<file path="config.mk">
export PLATFORM = sky130hd
export DESIGN_NAME = intc_arbiter_ctrl
export DESIGN_NICKNAME = d
export VERILOG_FILES = /design/src/rtl/intc_pkg.sv /design/src/rtl/intc_arbiter.sv /design/src/rtl/intc_arbiter_ctrl.sv
export SDC_FILE = /design/constraint.sdc
export NUM_CORES = 1
export LEC_CHECK = 0
export ABC_AREA = 1
export CAP_MARGIN = 20
export CORE_MARGIN = 4
export CORE_UTILIZATION = 39
export CTS_BUF_LIST = sky130_fd_sc_hd__clkbuf_4
export CTS_CLUSTER_DIAMETER = 100
export DETAILED_ROUTE_END_ITERATION = 10
export PLACE_DENSITY_LB_ADDON = 0.05
export SLEW_MARGIN = 5
export SYNTH_ARGS = -nofsm -noshare
export SYNTH_HDL_FRONTEND = slang
export SYNTH_SLANG_ARGS = --single-unit
</file>
<file path="constraint.sdc">
create_clock -name clk -period 1.46 [get_ports clk]
set_input_delay 0.438 -clock clk [delete_from_list [all_inputs] [get_ports clk]]
set_output_delay 0.438 -clock clk [all_outputs]
set_load 0.02 [all_outputs]
</file>
<file path="src/rtl/intc_pkg.sv">
// Shared types and constants for the interrupt controller.
// Contents: FSM state enum, CPU vector width, grant index width and the
// default source count / data width used by the top level.
package intc_pkg;

    typedef enum logic [1:0] {
        IDLE = 2'd0,
        REQ  = 2'd1,
        ACK  = 2'd2
    } intc_state_t;

    localparam int unsigned INTC_VEC_W  = 16;
    // Wide enough for any source count up to 16.
    localparam int unsigned INTC_IDX_W  = 4;
    localparam int unsigned INTC_N_SRC  = 4;
    localparam int unsigned INTC_DATA_W = 16;

endpackage

</file>
<file path="src/rtl/intc_arbiter.sv">
// Winner select for the interrupt controller.
// Optional feature macro: INTC_ROUND_ROBIN_EN (round-robin search with a
// start pointer register); default is fixed lowest-index priority.
// Ports:
//   clk, rst_n, take  (round-robin build only) clock, async reset, grant taken
//   pending           masked interrupt requests
//   winner            index of the selected source
//   valid             at least one source is pending
module intc_arbiter
    import intc_pkg::*;
#(
    parameter int unsigned N_SRC = INTC_N_SRC
) (
`ifdef INTC_ROUND_ROBIN_EN
    input  logic                  clk,
    input  logic                  rst_n,
    input  logic                  take,
`endif
    input  logic [N_SRC-1:0]      pending,
    output logic [INTC_IDX_W-1:0] winner,
    output logic                  valid
);

`ifdef INTC_ROUND_ROBIN_EN
    // ptr_q holds the first index to search, i.e. last_grant+1 mod N_SRC.
    logic [INTC_IDX_W-1:0] ptr_q;

    always_comb begin
        winner = '0;
        valid  = 1'b0;
        for (int k = 0; k < N_SRC; k++) begin
            for (int j = 0; j < N_SRC; j++) begin
                if (!valid && pending[j] && (j == (int'(ptr_q) + k) % N_SRC)) begin
                    winner = INTC_IDX_W'(j);
                    valid  = 1'b1;
                end
            end
        end
    end

    always_ff @(posedge clk or negedge rst_n) begin
        if (!rst_n) begin
            ptr_q <= '0;
        end else if (take) begin
            ptr_q <= (winner == INTC_IDX_W'(N_SRC - 1)) ? '0 : winner + 1'b1;
        end
    end
`else
    always_comb begin
        winner = '0;
        valid  = 1'b0;
        // Descending scan so the lowest pending index is assigned last.
        for (int i = N_SRC - 1; i >= 0; i--) begin
            if (pending[i]) begin
                winner = INTC_IDX_W'(i);
                valid  = 1'b1;
            end
        end
    end
`endif

endmodule

</file>
<file path="src/rtl/intc_arbiter_ctrl.sv">
// Interrupt controller: masks N_SRC level-interrupt sources, grants one,
// presents its index and data to the CPU and routes the CPU ack back.
// Optional feature macro: INTC_ROUND_ROBIN_EN (round-robin arbitration).
// Ports:
//   clk, rst_n          clock, asynchronous active-low reset
//   src_int, src_data   per-source interrupt level and data word
//   src_ack             per-source acknowledge (one-hot or zero)
//   mask_we, mask_wdata mask register write; bit=1 blocks a source
//   mask_q              current mask
//   cpu_int, cpu_ack    CPU request / acknowledge
//   cpu_vector          granted index, zero-extended
//   cpu_data            data captured from the granted source
module intc_arbiter_ctrl
    import intc_pkg::*;
#(
    parameter int unsigned N_SRC  = INTC_N_SRC,
    parameter int unsigned DATA_W = INTC_DATA_W
) (
    input  logic                    clk,
    input  logic                    rst_n,
    input  logic [N_SRC-1:0]        src_int,
    input  logic [N_SRC*DATA_W-1:0] src_data,
    output logic [N_SRC-1:0]        src_ack,
    input  logic                    mask_we,
    input  logic [N_SRC-1:0]        mask_wdata,
    output logic [N_SRC-1:0]        mask_q,
    output logic                    cpu_int,
    input  logic                    cpu_ack,
    output logic [INTC_VEC_W-1:0]   cpu_vector,
    output logic [DATA_W-1:0]       cpu_data
);

    intc_state_t           state_q, state_d;
    logic [INTC_IDX_W-1:0] gnt_q, gnt_d;
    logic                  cpu_int_q, cpu_int_d;
    logic [N_SRC-1:0]      src_ack_q, src_ack_d;
    logic [INTC_VEC_W-1:0] vec_q, vec_d;
    logic [DATA_W-1:0]     data_q, data_d;
    logic [N_SRC-1:0]      mask_r;

    logic [N_SRC-1:0]      pending;
    logic [INTC_IDX_W-1:0] winner;
    logic                  valid;
    logic                  take;
    logic [DATA_W-1:0]     win_data;
    logic                  gnt_int;

    assign pending = src_int & ~mask_r;
    assign take    = (state_q == IDLE) && valid;

    intc_arbiter #(
        .N_SRC (N_SRC)
    ) u_arb (
`ifdef INTC_ROUND_ROBIN_EN
        .clk     (clk),
        .rst_n   (rst_n),
        .take    (take),
`endif
        .pending (pending),
        .winner  (winner),
        .valid   (valid)
    );

    // Constant-index muxes keep the variable selects width-clean.
    always_comb begin
        win_data = '0;
        gnt_int  = 1'b0;
        for (int i = 0; i < N_SRC; i++) begin
            if (winner == INTC_IDX_W'(i)) win_data = src_data[i*DATA_W +: DATA_W];
            if (gnt_q == INTC_IDX_W'(i))  gnt_int  = src_int[i];
        end
    end

    always_comb begin
        state_d   = state_q;
        gnt_d     = gnt_q;
        cpu_int_d = cpu_int_q;
        src_ack_d = src_ack_q;
        vec_d     = vec_q;
        data_d    = data_q;
        unique case (state_q)
            IDLE: begin
                if (valid) begin
                    state_d   = REQ;
                    gnt_d     = winner;
                    cpu_int_d = 1'b1;
                    vec_d     = {{(INTC_VEC_W - INTC_IDX_W){1'b0}}, winner};
                    data_d    = win_data;
                end
            end
            REQ: begin
                // Grant is committed: neither masking nor a source drop revokes it.
                if (cpu_ack) begin
                    state_d   = ACK;
                    cpu_int_d = 1'b0;
                    for (int i = 0; i < N_SRC; i++) begin
                        src_ack_d[i] = (gnt_q == INTC_IDX_W'(i));
                    end
                end
            end
            ACK: begin
                if (!gnt_int) begin
                    state_d   = IDLE;
                    src_ack_d = '0;
                end
            end
            default: begin
                state_d   = IDLE;
                cpu_int_d = 1'b0;
                src_ack_d = '0;
            end
        endcase
    end

    always_ff @(posedge clk or negedge rst_n) begin
        if (!rst_n) begin
            state_q   <= IDLE;
            gnt_q     <= '0;
            cpu_int_q <= 1'b0;
            src_ack_q <= '0;
            vec_q     <= '0;
            data_q    <= '0;
            mask_r    <= '0;
        end else begin
            state_q   <= state_d;
            gnt_q     <= gnt_d;
            cpu_int_q <= cpu_int_d;
            src_ack_q <= src_ack_d;
            vec_q     <= vec_d;
            data_q    <= data_d;
            if (mask_we) mask_r <= mask_wdata;
        end
    end

    assign src_ack    = src_ack_q;
    assign mask_q     = mask_r;
    assign cpu_int    = cpu_int_q;
    assign cpu_vector = vec_q;
    assign cpu_data   = data_q;

endmodule

</file>
## Word level (Yosys, flattened, before mapping)

Index checks and enable logic that the tools add are counted.

| storage, ports and cells | value |
|---|---|
| flip-flop bits (word level) | 31 |
| word-level logic and storage cells | 54 |

| cells by class | value |
|---|---|
| equality and inequality tests | 11 |
| muxes and demuxes | 26 |
| bitwise gates (word level) | 4 |
| reduce and logical (&&, ||, !) cells | 7 |

Operator list:

| cell | count |
|---|---|
| 2-to-1 mux 16 bit | 4 |
| == test 4 x 2 -> 1 bit (second input constant) | 4 |
| 2-to-1 mux 2 bit | 7 |
| case mux 4 bit (3 select lines) | 1 |
| 2-to-1 mux 1 bit | 10 |
| AND reduction 3 bit | 3 |
| == test 4 x 1 -> 1 bit (second input constant) | 2 |
| zero test 4 bit | 2 |
| 2-to-1 mux 4 bit | 2 |
| case mux 2 bit (3 select lines) | 1 |
| AND 4 bit | 1 |
| inequality test 2 bit (second input constant) | 2 |
| inverter 4 bit | 1 |
| case mux 1 bit (3 select lines) | 1 |
| == test 2 x 1 -> 1 bit (second input constant) | 1 |
| == test 2 bit (second input constant) | 1 |
| zero test 2 bit | 1 |
| inequality test 2 x 1 -> 1 bit (second input constant) | 1 |
| inverter 1 bit | 2 |
| AND reduction 2 bit | 1 |

## Longest topological paths before layout

Gate-level depths: netlist (run 1).

| depth | value |
|---|---|
| depth after elaboration | 11 |
| mapped depth | 10 |
| gate-level depth less buffers | 9 |

## Modules after synthesis

From an unflattened synthesis (run 1), not the netlist that was laid out.

| unflattened totals | value |
|---|---|
| cell total of the unflattened synthesis | 280 |
| area total of the unflattened synthesis | 1894.3 µm² |

Modules (own cells, without submodules):

| module | times used | cells each | area an instance (µm²) | seq. area each (µm²) |
|---|---|---|---|---|
| intc_arbiter_ctrl | 1 | 269 | 1839.3 | 775.7 |
| intc_arbiter | 1 | 11 | 55.1 | 0.0 |

## Worst setup path after synthesis (run 1)

No wires, ideal clock.

| timing | value |
|---|---|
| path kind | register to register |
| start | register mask_r[1] (netlist: mask_q[1]) |
| end | register data_q[2] (netlist: cpu_data[2]) |
| library setup time | 0.116 ns |
| arrival | 1.314 ns |
| data required time | 1.344 ns |
| path slack | 0.029 ns |
| cell stages (with the launch flop) | 11 |
| period minus slack after synthesis | 1.431 ns |
| cells stage by stage | dfrtp_1 inv_1 nand2_2 nand2_4 buf_8 nor2_4 buf_6 a21oi_2 nand3_1 nand2_1 nand2_1 |

| between the ends | value |
|---|---|
| word-level cells in the longest chain between the ends | 9 |
| elaborated cells between the ends (all ways) | 15 |
| classes of those cells | 3 x eq/ne; 8 x mux; 2 x bitwise; 2 x reduce/logical |

RTL lines:

| item | RTL line | text |
|---|---|---|
| start, declared | intc_arbiter_ctrl.sv:39 | `logic [N_SRC-1:0] mask_r;` |
| start signal, assigned | intc_arbiter_ctrl.sv:131 | `if (mask_we) mask_r <= mask_wdata;` |
| inverter 4 bit * | intc_arbiter_ctrl.sv:48 | `assign pending = src_int & ~mask_r;` |
| AND 4 bit * | intc_arbiter_ctrl.sv:48 |  |
| 2-to-1 mux 2 bit (2 in a row) | intc_arbiter.sv:54 | `if (pending[i]) begin` |
| zero test 4 bit | intc_arbiter_ctrl.sv:69 | `if (winner == INTC_IDX_W'(i)) win_data = src_data[i*DATA_W +: DATA_W];` |
| 2-to-1 mux 16 bit (4 in a row) | intc_arbiter_ctrl.sv:69 |  |
| end signal, assigned | intc_arbiter_ctrl.sv:130 | `data_q <= data_d;` |
| end, declared | intc_arbiter_ctrl.sv:38 | `logic [DATA_W-1:0] data_q, data_d;` |

Every way passes the cells marked *; elsewhere a longest branch is shown, timed or not.
A chain may end at the register's enable or synchronous reset.

## Worst setup path in the final report (run 1)

| timing | value |
|---|---|
| start | register mask_r[3] (netlist: mask_q[3]) |
| end | output port mask_q[3] |

RTL lines:

| item | RTL line | text |
|---|---|---|
| end, declared | intc_arbiter_ctrl.sv:26 | `output logic [N_SRC-1:0] mask_q,` |

No word-level cell between the ends.

==> flow_summary.yaml, run 1 <==
sta:
  hold_ws_ns: 0.452
  slew_viol_final: 0
  rsz0062_at_grt: "yes"
  finalSetupViolCount: 0
  finClkSkew_ns: 0.0106
  period_share_pct: 99.8
  fmax_mhz: 686
  period_minus_slack_ns: 1.46
  hold_violations: 0
placement:
  io_buffer_count: 102
  finalWeightedCongestion: 0.842
  hpwlAfterDp_mm: 4.88
floorplan:
  die_area_um2: 6400
  die_w_um: 80.0
  ios: 117
  rows: 25
  core_um2: 4880
  die_h_um: 80.0
  initial_utilization_pct: 41.5
critical_path:
  critical_path_class: "reg2out"
  crit_chain: "buf_6, buf_6"
  crit_buf_inv: 2
  critPathTopFamily: "flip-flops"
  cp_common_cell: "buf_6"
  required_ns: 1.02
  start_kind: "flop"
  cp.arrival_ns: 1.02
  cp_max_fo: 3
  end_kind: "primary output"
  crit_slowest_cell: "dfrtp_1"
  max_stage_delay_ns: 0.43
synth:
  synthTopCellsByArea: "dfrtp_1, nand2_1, nand3_1"
  syn-cell-area_um2: 2020
  yosysSeqAreaShare_pct: 35.9
  synth_top_area_share_pct: 35.9
  synthAdderAreaFrac_pct: 0
  ys_ff_latch: 29
  avgSynthCellArea_um2: 7.52
  synth_mux_area_share_pct: 0
  ys_warn_count: 0
  synthCells: 269
  synth_simple_gate_area_share_pct: 40.9
  synth_top_family_by_area: "simple AND/OR/NAND/NOR gates"
  ys_types: 25
  synth_xor_area_share_pct: 0
  synth_compound_area_share_pct: 9.77
  yosysTopAreaCell: "dfrtp_1"
cells_and_area:
  drive_gt1_share_pct: 26.0
  num-fill-cells: 413
  syn2layout_area_growth_pct: 71.2
  fin_nets: 479
  n_antenna_cell: 0
global_routing:
  track_usage_pct: 22.5
  grt-ovfl-total: 0
  grt_antenna_before_repair: 0
  grt_pass1_wl_mm: 11.1
  first_global_vias: 2354
  grt_max_degree: 30
outcome:
  outcome: "finished clean"
clocking:
  cts_buffers: 5
  clk_pin_slew_ns: 0.11
  cts_tree: "yes"
  clock_sinks: 29
  htreeDepth: 2
  cts_hold_buf: 0
  cts_max_path_buffers: 2
  cts-root-buf: "clkbuf_4"
  clk_latency_ns: 0.34
hold_path:
  hp-class: "in2async"
route:
  wl_per_cell_um: 15.6
  ant_nets: 0
  drc_errors: 0
  drt_iter0_drc: 140
  dr.pass1.iters: 4
  via_count: 2361
  viasPerCell: 5.01
  drt_wl_total_mm: 7.34
power_and_ir_drop:
  power.internal_mw: 2.77
  seqPwrFrac_pct: 26.8
  leakagePower_nw: 1.65
  powerDensity_nw_per_um2: 1390
  p_sw_mw: 2.05
  p_sw_share_pct: 42.5
  irDropWorstVdd_uv: 746
  p_comb_share_pct: 59.2
  total_power_mw: 4.83
  clockPowerShare_pct: 14.0
flow_run:
  maxCapViolations: 0
==> path summary, 6_finish.rpt <==
| path | startpoint | to | slack [ns] | cells past startpoint |
|---|---|---|---|---|
| worst max register to register | mask_q[0]$_DFFE_PN0P_ | cpu_data[9]$_DFFE_PN0P_ | 0.03 | 10 |
| worst min register to register | cpu_data[9]$_DFFE_PN0P_ | cpu_data[9]$_DFFE_PN0P_ | 0.48 | 2 |
| worst min-delay path | rst_n | cpu_vector[1]$_DFFE_PN0P_ | 0.45 | 2 |
| max in group asynchronous | rst_n | cpu_data[2]$_DFFE_PN0P_ | 0.84 | 2 |
| worst max-delay path | mask_q[3]$_DFFE_PN0P_ | mask_q[3] | 0.003 | 2 |
| min in group clk | cpu_data[9]$_DFFE_PN0P_ | cpu_data[9]$_DFFE_PN0P_ | 0.48 | 2 |
==> worst reg2reg max path, stage by stage (launching register included) <==
cell	delay, ns
dfrtp_1	0.40
inv_2	0.07
nand2_4	0.09
nand2_8	0.06
buf_12	0.14
o21ai_4	0.13
buf_12	0.15
clkbuf_16	0.14
nor2_1	0.04
nand2_1	0.06
nand2_1	0.04
==> area by class of cell <==
cell class / count / area (um2) / area share, %
clock buffers: 5 / 37.5 / 1.08
clock inverters: 3 / 41.3 / 1.19
inverters: 10 / 37.5 / 1.08
multi-input cells: 216 / 1160 / 33.6
flip-flops and latches: 29 / 726 / 20.9
well taps: 67 / 83.8 / 2.42
repair buffers: 141 / 1380 / 39.7
==> what timing repair did <==
item                                    4_1_cts  5_1_grt
cloned                                        4        2
gates resized for setup                     100       36
pin swaps                                     4        5
buffers inserted                              6        3
endpoints found under the setup margin       44       44
==> synthesized netlist by cell type, drive strengths merged <==
cell,number
nand2,78
nand4,16
conb,1
buf,28
nand3b,1
a31oi,1
nor3,16
nor2,22
dfrtp,29
a21oi,12
nand3,36
inv,10
o21ai,18
clkbuf,1
==> per-stage QoR <==
| stage | util [%] | TNS, ns | instance area [um2] | setup slack, ns | cells |
|---|---|---|---|---|---|
| after global routing | 71.0 | -0.246 | 3460 | -0.0370 | 471 |
| after CTS | 71.5 | 0 | 3490 | 0.000984 | 467 |
| final | 71.0 | 0 | 3460 | 0.00306 | 471 |
| after global placement | 65.6 | -9.29 | 3200 | -0.438 | 449 |
| after floorplan | - | 0 | 2070 | 0.0292 | 282 |
| after detailed placement | 65.6 | -9.63 | 3200 | -0.479 | 449 |
==> kinds of logic (layout without fill, tap and decap cells) <==
group | count (synthesis) | in the layout
buffers and inverters | 39 | 159
and+or+nand+nor | 169 | 171
AOI/OAI and AO/OA | 31 | 31
DFF | 29 | 29
other | 1 | 14
==> power by group through the flow <==
stage | sequential, mW | combinational, mW | clock [mW]
after CTS | 1.30 | 2.79 | 0.687
after global placement | 1.31 | 2.59 | 0
after detailed placement | 1.31 | 2.62 | 0
after global routing | 1.33 | 3.09 | 0.727
after floorplan | 1.68 | 1.12 | 0
final | 1.29 | 2.86 | 0.678
==> placed cells by master (no fill, tap or decap), types with 3 or more instances in the layout <==
master | Yosys | layout
nor2_1 | 19 | 18
buf_2 | 4 | 22
conb_1 | 1 | 14
nand4_1 | 16 | 16
o21ai_0 | 17 | 14
buf_4 | 18 | 21
a21oi_2 | 11 | 9
nand2_8 | 2 | 3
buf_6 | 5 | 8
dfrtp_1 | 29 | 29
nand3_1 | 36 | 36
clkdlybuf4s50_1 | 0 | 71
inv_1 | 9 | 8
clkbuf_4 | 0 | 5
dlygate4sd2_1 | 0 | 4
buf_12 | 0 | 7
nor3_1 | 16 | 14
o21ai_1 | 1 | 3
nand2_1 | 70 | 68
clkdlybuf4s15_2 | 0 | 3
nand2_4 | 4 | 7
==> metal layers <==
metal,GRT usage [%],share of wire (%)
met3,5.64,9.2
met4,11.5,3.2
met1,27.6,39
met5,0,0
met2,36.3,48
==> sequential cells by signal, indices dropped and copies added (netlist names) <==
signal and count:
src_ack 4, mask_q 4, state_q 2, cpu_int 1, cpu_vector 2, cpu_data 16
Note: power is estimated with default switching activity, not from simulation.
==> run 2: changes to the inputs <==
--- a/config.mk
+++ b/config.mk
@@ -12,6 +12,7 @@
 export CTS_BUF_LIST = sky130_fd_sc_hd__clkbuf_4
 export CTS_CLUSTER_DIAMETER = 100
 export DETAILED_ROUTE_END_ITERATION = 10
+export GPL_TIMING_DRIVEN = 0
 export PLACE_DENSITY_LB_ADDON = 0.05
 export SLEW_MARGIN = 5
 export SYNTH_ARGS = -nofsm -noshare
==> run 2 against run 1 <==
Wire length is 2.9% lower. Combinational power is 5% lower. Largest cell class unchanged. First-iteration DRC count is 4.3% lower. Critical endpoint is now cpu_data[6]$_DFFE_PN0P_. Critical path type is now reg2reg. Non-clock buffer count is 6 higher.
==> flow_summary.yaml, run 2 (synthesized netlist as in run 1, its figures left out) <==
outcome:
  outcome: "finished clean"
critical_path:
  rr_worst_depth: 9
  crit_chain: "inv_2, nand2_4, nand2_4, buf_12, buf_6, nor3_1, nor2_1, nand2_1, nand2_1"
  regToRegEndpoint: "cpu_data[6]$_DFFE_PN0P_"
  ff2ff_setup_slack_ns: 0.03
  max_stage_delay_ns: 0.37
  r2r-start: "mask_q[1]$_DFFE_PN0P_"
  crit_buf_inv: 3
  required_ns: 1.69
  end_kind: "flop"
  start_kind: "flop"
  critical_path_class: "reg2reg"
  cp.arrival_ns: 1.66
  critPathTopFamily: "simple AND/OR/NAND/NOR gates"
  crit_slowest_cell: "dfrtp_1"
  cp_max_fo: 10
route:
  wl_per_cell_um: 15.0
  dr.pass1.iters: 4
  viasPerCell: 4.90
  via_count: 2329
  drc_errors: 0
  ant_nets: 0
  drt_wl_total_mm: 7.12
  drt_iter0_drc: 134
placement:
  dpl.cell_count: 451
  finalWeightedCongestion: 0.825
  io_buffer_count: 102
  hpwlAfterDp_mm: 4.97
clocking:
  cts_max_path_buffers: 2
  cts_hold_buf: 0
  clk_pin_slew_ns: 0.10
  cts_buffers: 5
  clk_latency_ns: 0.33
  clock_sinks: 29
  htreeDepth: 2
  cts_tree: "yes"
  cts-root-buf: "clkbuf_4"
global_routing:
  top_usage_layer: "met2"
  first_global_vias: 2208
  grt_max_degree: 30
  grt-ovfl-total: 0
  grtUsageMet3_pct: 5.76
  grt_antenna_before_repair: 0
  track_usage_pct: 21.3
  use_met1_pct: 25.8
  grt_pass1_wl_mm: 10.6
  grt.met2_usage_pct: 36.8
sta:
  rsz0062_at_grt: "yes"
  period_minus_slack_ns: 1.43
  hold_ws_ns: 0.129
  period_share_pct: 98.3
  finalSetupViolCount: 0
  worst_pin_slew_ns: 0.664
  fmax_mhz: 697
  slew_headroom_pct: 55.8
  finClkSkew_ns: 0.00923
  slew_viol_final: 0
  hold_violations: 0
floorplan:
  rows: 25
  initial_utilization_pct: 41.5
  die_h_um: 80.0
  core_um2: 4880
  die_area_um2: 6400
  die_w_um: 80.0
  ios: 117
cells_and_area:
  final_common_cell: "clkdlybuf4s50_1"
  n_antenna_cell: 0
  drive_gt1_share_pct: 30.4
  stdcell_count: 475
  fin_nets: 483
  largest_register_ffs: 16
  mostFrequentLayoutCells: "clkdlybuf4s50_1, nand2_1, nand3_1"
  multi_input_area_um2: 1190
  register_area_um2: 729
  num-fill-cells: 405
  syn2layout_area_growth_pct: 72.5
flow_run:
  maxCapViolations: 0
hold_path:
  hp-class: "in2async"
power_and_ir_drop:
  clockPowerShare_pct: 17.2
  power.internal_mw: 2.82
  seqPwrFrac_pct: 26.8
  p_sw_mw: 2.04
  p_sw_share_pct: 41.9
  leakagePower_nw: 1.66
  p_comb_share_pct: 56.0
  powerDensity_nw_per_um2: 1390
  irDropWorstVdd_uv: 685
## run 2: stage by stage
step | TNS [ns] | area, um2 | setup WS [ns] | power (mW) | utilization [%]
after floorplan | 0 | 2070 | 0.0292 | 2.80 | -
after detailed placement | -11.81 | 3170 | -0.568 | 3.89 | 65.0
after CTS | 0 | 3400 | 0.00136 | 4.79 | 69.6
after global routing | -0.513 | 3490 | -0.0883 | 5.19 | 71.5
after global placement | -27.85 | 3180 | -0.574 | 3.85 | 65.1
final | 0 | 3490 | 0.0255 | 4.86 | 71.5
## run 2: routing by layer
metal | share of wire (%) | vias up
met5 | 0 | -
met4 | 0.91 | 0
met3 | 7.6 | 6
met2 | 52 | 85
met1 | 40 | 1083
li1 | - | 1155
## run 2: final cells by class
class | instances | area share, %
buffer | 28 | 7.78
clock buffer | 5 | 1.08
inverter | 10 | 1.08
sequential | 29 | 20.9
multi-input combinational | 214 | 34.1
tap | 67 | 2.40
timing repair buffer | 119 | 30.8
clock inverter | 3 | 1.86
## run 2: what timing repair did
action,4_1_cts,5_1_grt
gates resized for setup,87,59
setup endpoints to repair,47,46
setup buffers,9,7
pin swaps,6,14
gates cloned,0,1
## run 2: worst max path at each step
stage	start	endpoint	slack [ns]	depth (start not counted)
floorplan	mask_q[1]$_DFFE_PN0P_	cpu_data[2]$_DFFE_PN0P_	0.03	10
global placement	rst_n	cpu_data[15]$_DFFE_PN0P_	-0.57	1
detailed placement	src_int[0]	cpu_data[0]$_DFFE_PN0P_	-0.57	10
CTS	cpu_vector[1]$_DFFE_PN0P_	cpu_vector[1]	0.001	1
global route	mask_q[1]$_DFFE_PN0P_	cpu_vector[0]$_DFFE_PN0P_	-0.09	8
finish	mask_q[1]$_DFFE_PN0P_	cpu_data[6]$_DFFE_PN0P_	0.03	9
## run 2: power groups by stage
stage          combinational, mW  sequential [mW]  clock [mW]
4_1_cts                     2.63             1.31       0.851
3_3_place_gp                2.51             1.34           0
6_report                    2.72             1.30       0.835
3_5_place_dp                2.55             1.34           0
5_1_grt                     2.96             1.34       0.893
2_1_floorplan               1.12             1.68           0
## run 2: worst register-to-register path: stages, from the launching register on
cell and delay (ns):
dfrtp_1 0.37, inv_2 0.05, nand2_4 0.10, nand2_4 0.08, buf_12 0.14, buf_6 0.13
nor3_1 0.24, nor2_1 0.09, nand2_1 0.08, nand2_1 0.05
==> run 3: changes to the inputs <==
--- a/config.mk
+++ b/config.mk
@@ -14,7 +14,7 @@
 export DETAILED_ROUTE_END_ITERATION = 10
 export GPL_TIMING_DRIVEN = 0
 export PLACE_DENSITY_LB_ADDON = 0.05
-export SLEW_MARGIN = 5
+export SLEW_MARGIN = 10
 export SYNTH_ARGS = -nofsm -noshare
 export SYNTH_HDL_FRONTEND = slang
 export SYNTH_SLANG_ARGS = --single-unit
==> results of run 3 <==
The final DEF is identical to that of run 2; final timing and power are the same.
==> variant 1: new RTL, flow settings as in run 2 <==
The package constant `INTC_VEC_W` goes from 16 to 12.
--- a/src/rtl/intc_pkg.sv
+++ b/src/rtl/intc_pkg.sv
@@ -11,3 +11,3 @@
 
-    localparam int unsigned INTC_VEC_W  = 16;
+    localparam int unsigned INTC_VEC_W  = 12;
     // Wide enough for any source count up to 16.
Interface: changed (resized cpu_vector); port bits go from 117 to 113. The function was not compared with the original's and may differ.
==> variant 1 against run 2 <==
  * Worst setup slack worse by 0.021 ns
  * Via count is 1.0% lower
  * Final area is 0.68% lower
  * Maximum frequency is 1.5% lower
  * Wire length is 0.56% lower
  * Area after synthesis is 1.5% lower
  * Clock skew is 0.0013 ns lower
  * Sequential share of layout area is 0.11 points higher
  * Power is 8.4% lower
  * Sequential cell count stayed put
  * Non-clock buffer count is 2 lower
  * Critical path type unchanged
  * Critical endpoint is now cpu_data[2]$_DFFE_PN0P_
  * Largest cell class unchanged
  * Largest power group unchanged
  * Highest routed layer unchanged
==> variant 1: results <==
set metrics [dict create \
    drive_above_1_share 0.3308 \
    synth-async-reset-ratio 1.000 \
    antenna_found_initial 0 \
    skew_ns 0.007935 \
    port_buffers 102 \
    clk_pin_slew_ns 0.10 \
    fillers 404 \
    grt_max_degree 30 \
    yosysMostFrequentCell "nand2_1" \
    yosys-mux-area-fraction 0 \
    dr_wl_met2_mm 3.662 \
    hpwl_mm 4.909 \
    ir_worst_vdd_mv 0.6521 \
    hold_path_class "primary input to async pin" \
    grt_pass1_vias 2310 \
    grt_usage 0.2177 \
    ys_types 25 \
    largest_reg_flops 16 \
    synthAdderAreaFrac 0 \
    slew_headroom 0.5475 \
    drt_iter0_drc 113 \
    place.gp.congestion 0.7710 \
    yosysSeqAreaShare 0.3641 \
    cts.htree.levels 2 \
    drt_pass1_iterations 4 \
    root_buffer "clkbuf_4" \
    synth_compound_area_frac 0.09918 \
    cp_max_fo 7 \
    synth_xor_area_frac 0 \
    ys_warn_count 0 \
    clock_path_buffers 2 \
    wl_met3_microns 582 \
    vias_per_cell 4.915 \
    top_layer "met4" \
    wl_mm 7.083 \
    synthTopCellsByArea "dfrtp_1 (36%), nand2_1 (13%), nand3_1 (9.0%)" \
    p_leak_nw 1.647 \
    wl_met1_mm 2.738 \
    nets 477 \
    outcome "completed" \
    diodes 0 \
    clkLatencyLatePin_ns 0.33 \
    cts_made_buffers 5 \
    grt_first_pass_wirelength_mm 10.79 \
    synth_common_cells "nand2_1 (70), nand3_1 (36), dfrtp_1 (29)" \
]
## variant 1: layout make-up
| type | count | area, sq um | share of cell area |
|---|---|---|---|
| multi-input cells | 210 | 1226 | 0.3537 |
| repair buffers | 120 | 1100 | 0.3172 |
| flip-flops and latches | 29 | 728.2 | 0.2100 |
| plain buffers | 25 | 241.5 | 0.06965 |
| well taps | 67 | 83.83 | 0.02418 |
| clock buffers | 5 | 37.54 | 0.01083 |
| inverters | 10 | 37.54 | 0.01083 |
| clock inverters | 3 | 12.51 | 0.003609 |
## variant 1: logic make-up after synthesis
kind of cell	Yosys count
DFF	29
and+or+nand+nor	169
other	1
buffers and inverters	35
AOI/OAI and AO/OA	31
## variant 1: worst paths after layout
path,from,endpoint,slack (ns),cells past startpoint
setup / recovery,mask_q[3]$_DFFE_PN0P_,cpu_data[2]$_DFFE_PN0P_,0.004,10
hold / removal,rst_n,src_ack[2]$_DFFE_PN0P_,0.14,1
setup reg to reg,mask_q[3]$_DFFE_PN0P_,cpu_data[2]$_DFFE_PN0P_,0.004,10
hold reg to reg,cpu_data[8]$_DFFE_PN0P_,cpu_data[8]$_DFFE_PN0P_,0.48,2
max in group asynchronous,rst_n,cpu_vector[1]$_DFFE_PN0P_,0.84,1
min in group clk,cpu_data[8]$_DFFE_PN0P_,cpu_data[8]$_DFFE_PN0P_,0.48,2
## variant 1: worst max-delay path, stage by stage (launching register included)
cell and delay [ns]:
dfrtp_1 0.41, buf_6 0.12, nor2_4 0.14, nand2_8 0.09, nand2_8 0.09, nand2_8 0.07
clkbuf_16 0.16, nand3_1 0.07, nand3_1 0.08, nand2_1 0.06, nand2_1 0.05
## variant 1: timing repair
item / in CTS / in global routing
cloned: 0 / 2
setup buffers: 11 / 5
setup endpoints to repair: 47 / 39
pin swaps: 7 / 27
resized for setup: 94 / 62
## variant 1: where the power goes
| group | internal (mW) | switching, mW | leakage, nW |
|---|---|---|---|
| registers | 1.13 | 0.174 | 0.362 |
| logic | 1.16 | 1.52 | 1.25 |
| clock network | 0.174 | 0.301 | 0.0300 |
## variant 1: metrics by stage
stage | setup WS, ns | area, sq um | std cells | setup TNS (ns) | power [mW]
2_1_floorplan | 0.02916 | 2027 | 274 | 0 | 2.778
3_3_place_gp | -0.5949 | 3132 | 443 | -28.44 | 3.825
3_5_place_dp | -0.5671 | 3127 | 443 | -11.82 | 3.871
4_1_cts | 0.005069 | 3333 | 462 | 0 | 4.434
5_1_grt | -0.05539 | 3467 | 469 | -0.5311 | 4.832
6_report | 0.004386 | 3467 | 469 | 0 | 4.453
## variant 1: metal layers
metal | up-vias | GRT usage
met2 | 93 | 0.3715
met3 | 8 | 0.05869
met5 | - | 0
met4 | 0 | 0.05670
met1 | 1057 | 0.2700
li1 | 1147 | -
==> variant 2: new RTL, config.mk and constraints of run 2 <==
Without the edit above. Encoding of `intc_state_t`: now one-hot (3 bits for 3 states).
--- a/src/rtl/intc_pkg.sv
+++ b/src/rtl/intc_pkg.sv
@@ -5,6 +5,6 @@
 
-    typedef enum logic [1:0] {
-        IDLE = 2'd0,
-        REQ  = 2'd1,
-        ACK  = 2'd2
+    typedef enum logic [2:0] {
+        IDLE = 3'b001,
+        REQ  = 3'b010,
+        ACK  = 3'b100
     } intc_state_t;
Check against the original RTL: same outputs for any inputs over 10 cycles, from zero or initial values and one cycle with rst_n low; not proved beyond that.
==> variant 2 against run 2 <==
  * Wire length shrank 0.86%
  * Final area shrank 3.7%
  * Synthesized cell count grew 2.6%
  * Area after synthesis grew 0.25%
  * Non-clock buffer count shrank 5
  * Final cell count grew 0.84%
  * Power shrank 7.9%
  * Largest power group unchanged
  * Sequential cell count grew 1
  * Worst setup slack lost 0.00081 ns
==> variant 2: results <==
set metrics [dict create \
    nets 487 \
    critPathTopFamily "flip-flops" \
    dpl-instance-area_sq_um 3177 \
    place.gp.congestion 0.8663 \
    hpwl_mm 5.087 \
    grt_use_met1 0.2566 \
    slowest_stage "dfstp_2" \
    fillers 431 \
    hold_path_class "primary input to async pin" \
    post_cts_resized 93 \
    cp.arrival_ns 1.67 \
    via_count 2382 \
    drt_iter0_drc 122 \
    grt_first_pass_wirelength_mm 10.92 \
    cp_max_fo 10 \
    sequentialPowerShare 0.302 \
    drive_above_1_share 0.2379 \
    cp_slowest_stage_delay_ns 0.55 \
    grt_usage 0.2164 \
    cts.htree.levels 2 \
    wl_met1_mm 2.788 \
    clkLatencyLatePin_ns 0.33 \
    wl_mm 7.062 \
    p_sw_mw 1.995 \
    yosysSeqAreaShare 0.3708 \
    clock_path_buffers 2 \
    synth_common_cells "nand2_1 (68), nand3_1 (40), dfrtp_1 (29)" \
    diodes 0 \
    dr_wl_met2_mm 3.768 \
    synthTopCellsByArea "dfrtp_1 (36%), nand2_1 (13%), nand3_1 (9.9%)" \
    grt_use_met3 0.03700 \
    clk_pin_slew_ns 0.10 \
    drt_pass1_iterations 4 \
    grtUsageMet2 0.3949 \
    postCtsSetupBuffers 8 \
    p_leak_nw 1.616 \
    largest_reg_flops 16 \
    slew_headroom 0.5417 \
    ys_types 23 \
    wl_met3_microns 432 \
    skew_ns 0.007002 \
    powerComb_mw 2.62 \
    antenna_found_initial 0 \
    place_ws_ns -0.5579 \
    top_layer "met4" \
    ir_worst_vdd_mv 0.7264 \
    ys_warn_count 0 \
    instances_no_fill 479 \
    swShare 0.4456 \
    syn_avg_cell_area_sq_um 7.349 \
    outcome "completed" \
    grt_max_degree 31 \
    cts_made_buffers 5 \
    numPlacedInstances 458 \
    synth_flop_cell "dfrtp_1" \
]
variant 2: changes by cell type after synthesis, sizes merged, moves of 2 or more:
cell   delta
o21ai     +5
buf       -2
nor3      +2
inv       +3
a21oi     -5
nand3     +4
variant 2: cell families after synthesis:
| kind of cell | count (synthesis) | share of synthesized area |
|---|---|---|
| and+or+nand+nor | 174 | 0.4244 |
| buffers and inverters | 41 | 0.1271 |
| AOI/OAI and AO/OA | 30 | 0.07588 |
| DFF | 30 | 0.3708 |
| other | 1 | 0.001849 |
variant 2: layout make-up:
class / count / area, sq um / share of cell area
Clock inverter: 2 / 8.758 / 0.002606
Tap cell: 67 / 83.83 / 0.02494
Clock buffer: 6 / 45.04 / 0.01340
Buffer: 28 / 245.2 / 0.07297
Inverter: 13 / 48.80 / 0.01452
Timing Repair Buffer: 114 / 1030 / 0.3064
Sequential cell: 30 / 752.0 / 0.2238
Multi-Input combinational cell: 219 / 1147 / 0.3414
variant 2: final timing paths:
| kind | to | cells after the start | slack (ns) | start |
|---|---|---|---|---|
| worst max-delay path | cpu_data[11]$_DFFE_PN0P_ | 7 | 0.02 | state_q[0]$_DFFE_PN1P_ |
| worst min-delay path | mask_q[3]$_DFFE_PN0P_ | 1 | 0.14 | rst_n |
| worst max register to register | cpu_data[11]$_DFFE_PN0P_ | 7 | 0.02 | state_q[0]$_DFFE_PN1P_ |
| worst min register to register | src_ack[2]$_DFFE_PN0P_ | 2 | 0.49 | src_ack[2]$_DFFE_PN0P_ |
| max in group asynchronous | cpu_vector[1]$_DFFE_PN0P_ | 1 | 0.87 | rst_n |
| min in group clk | src_ack[2]$_DFFE_PN0P_ | 2 | 0.49 | src_ack[2]$_DFFE_PN0P_ |
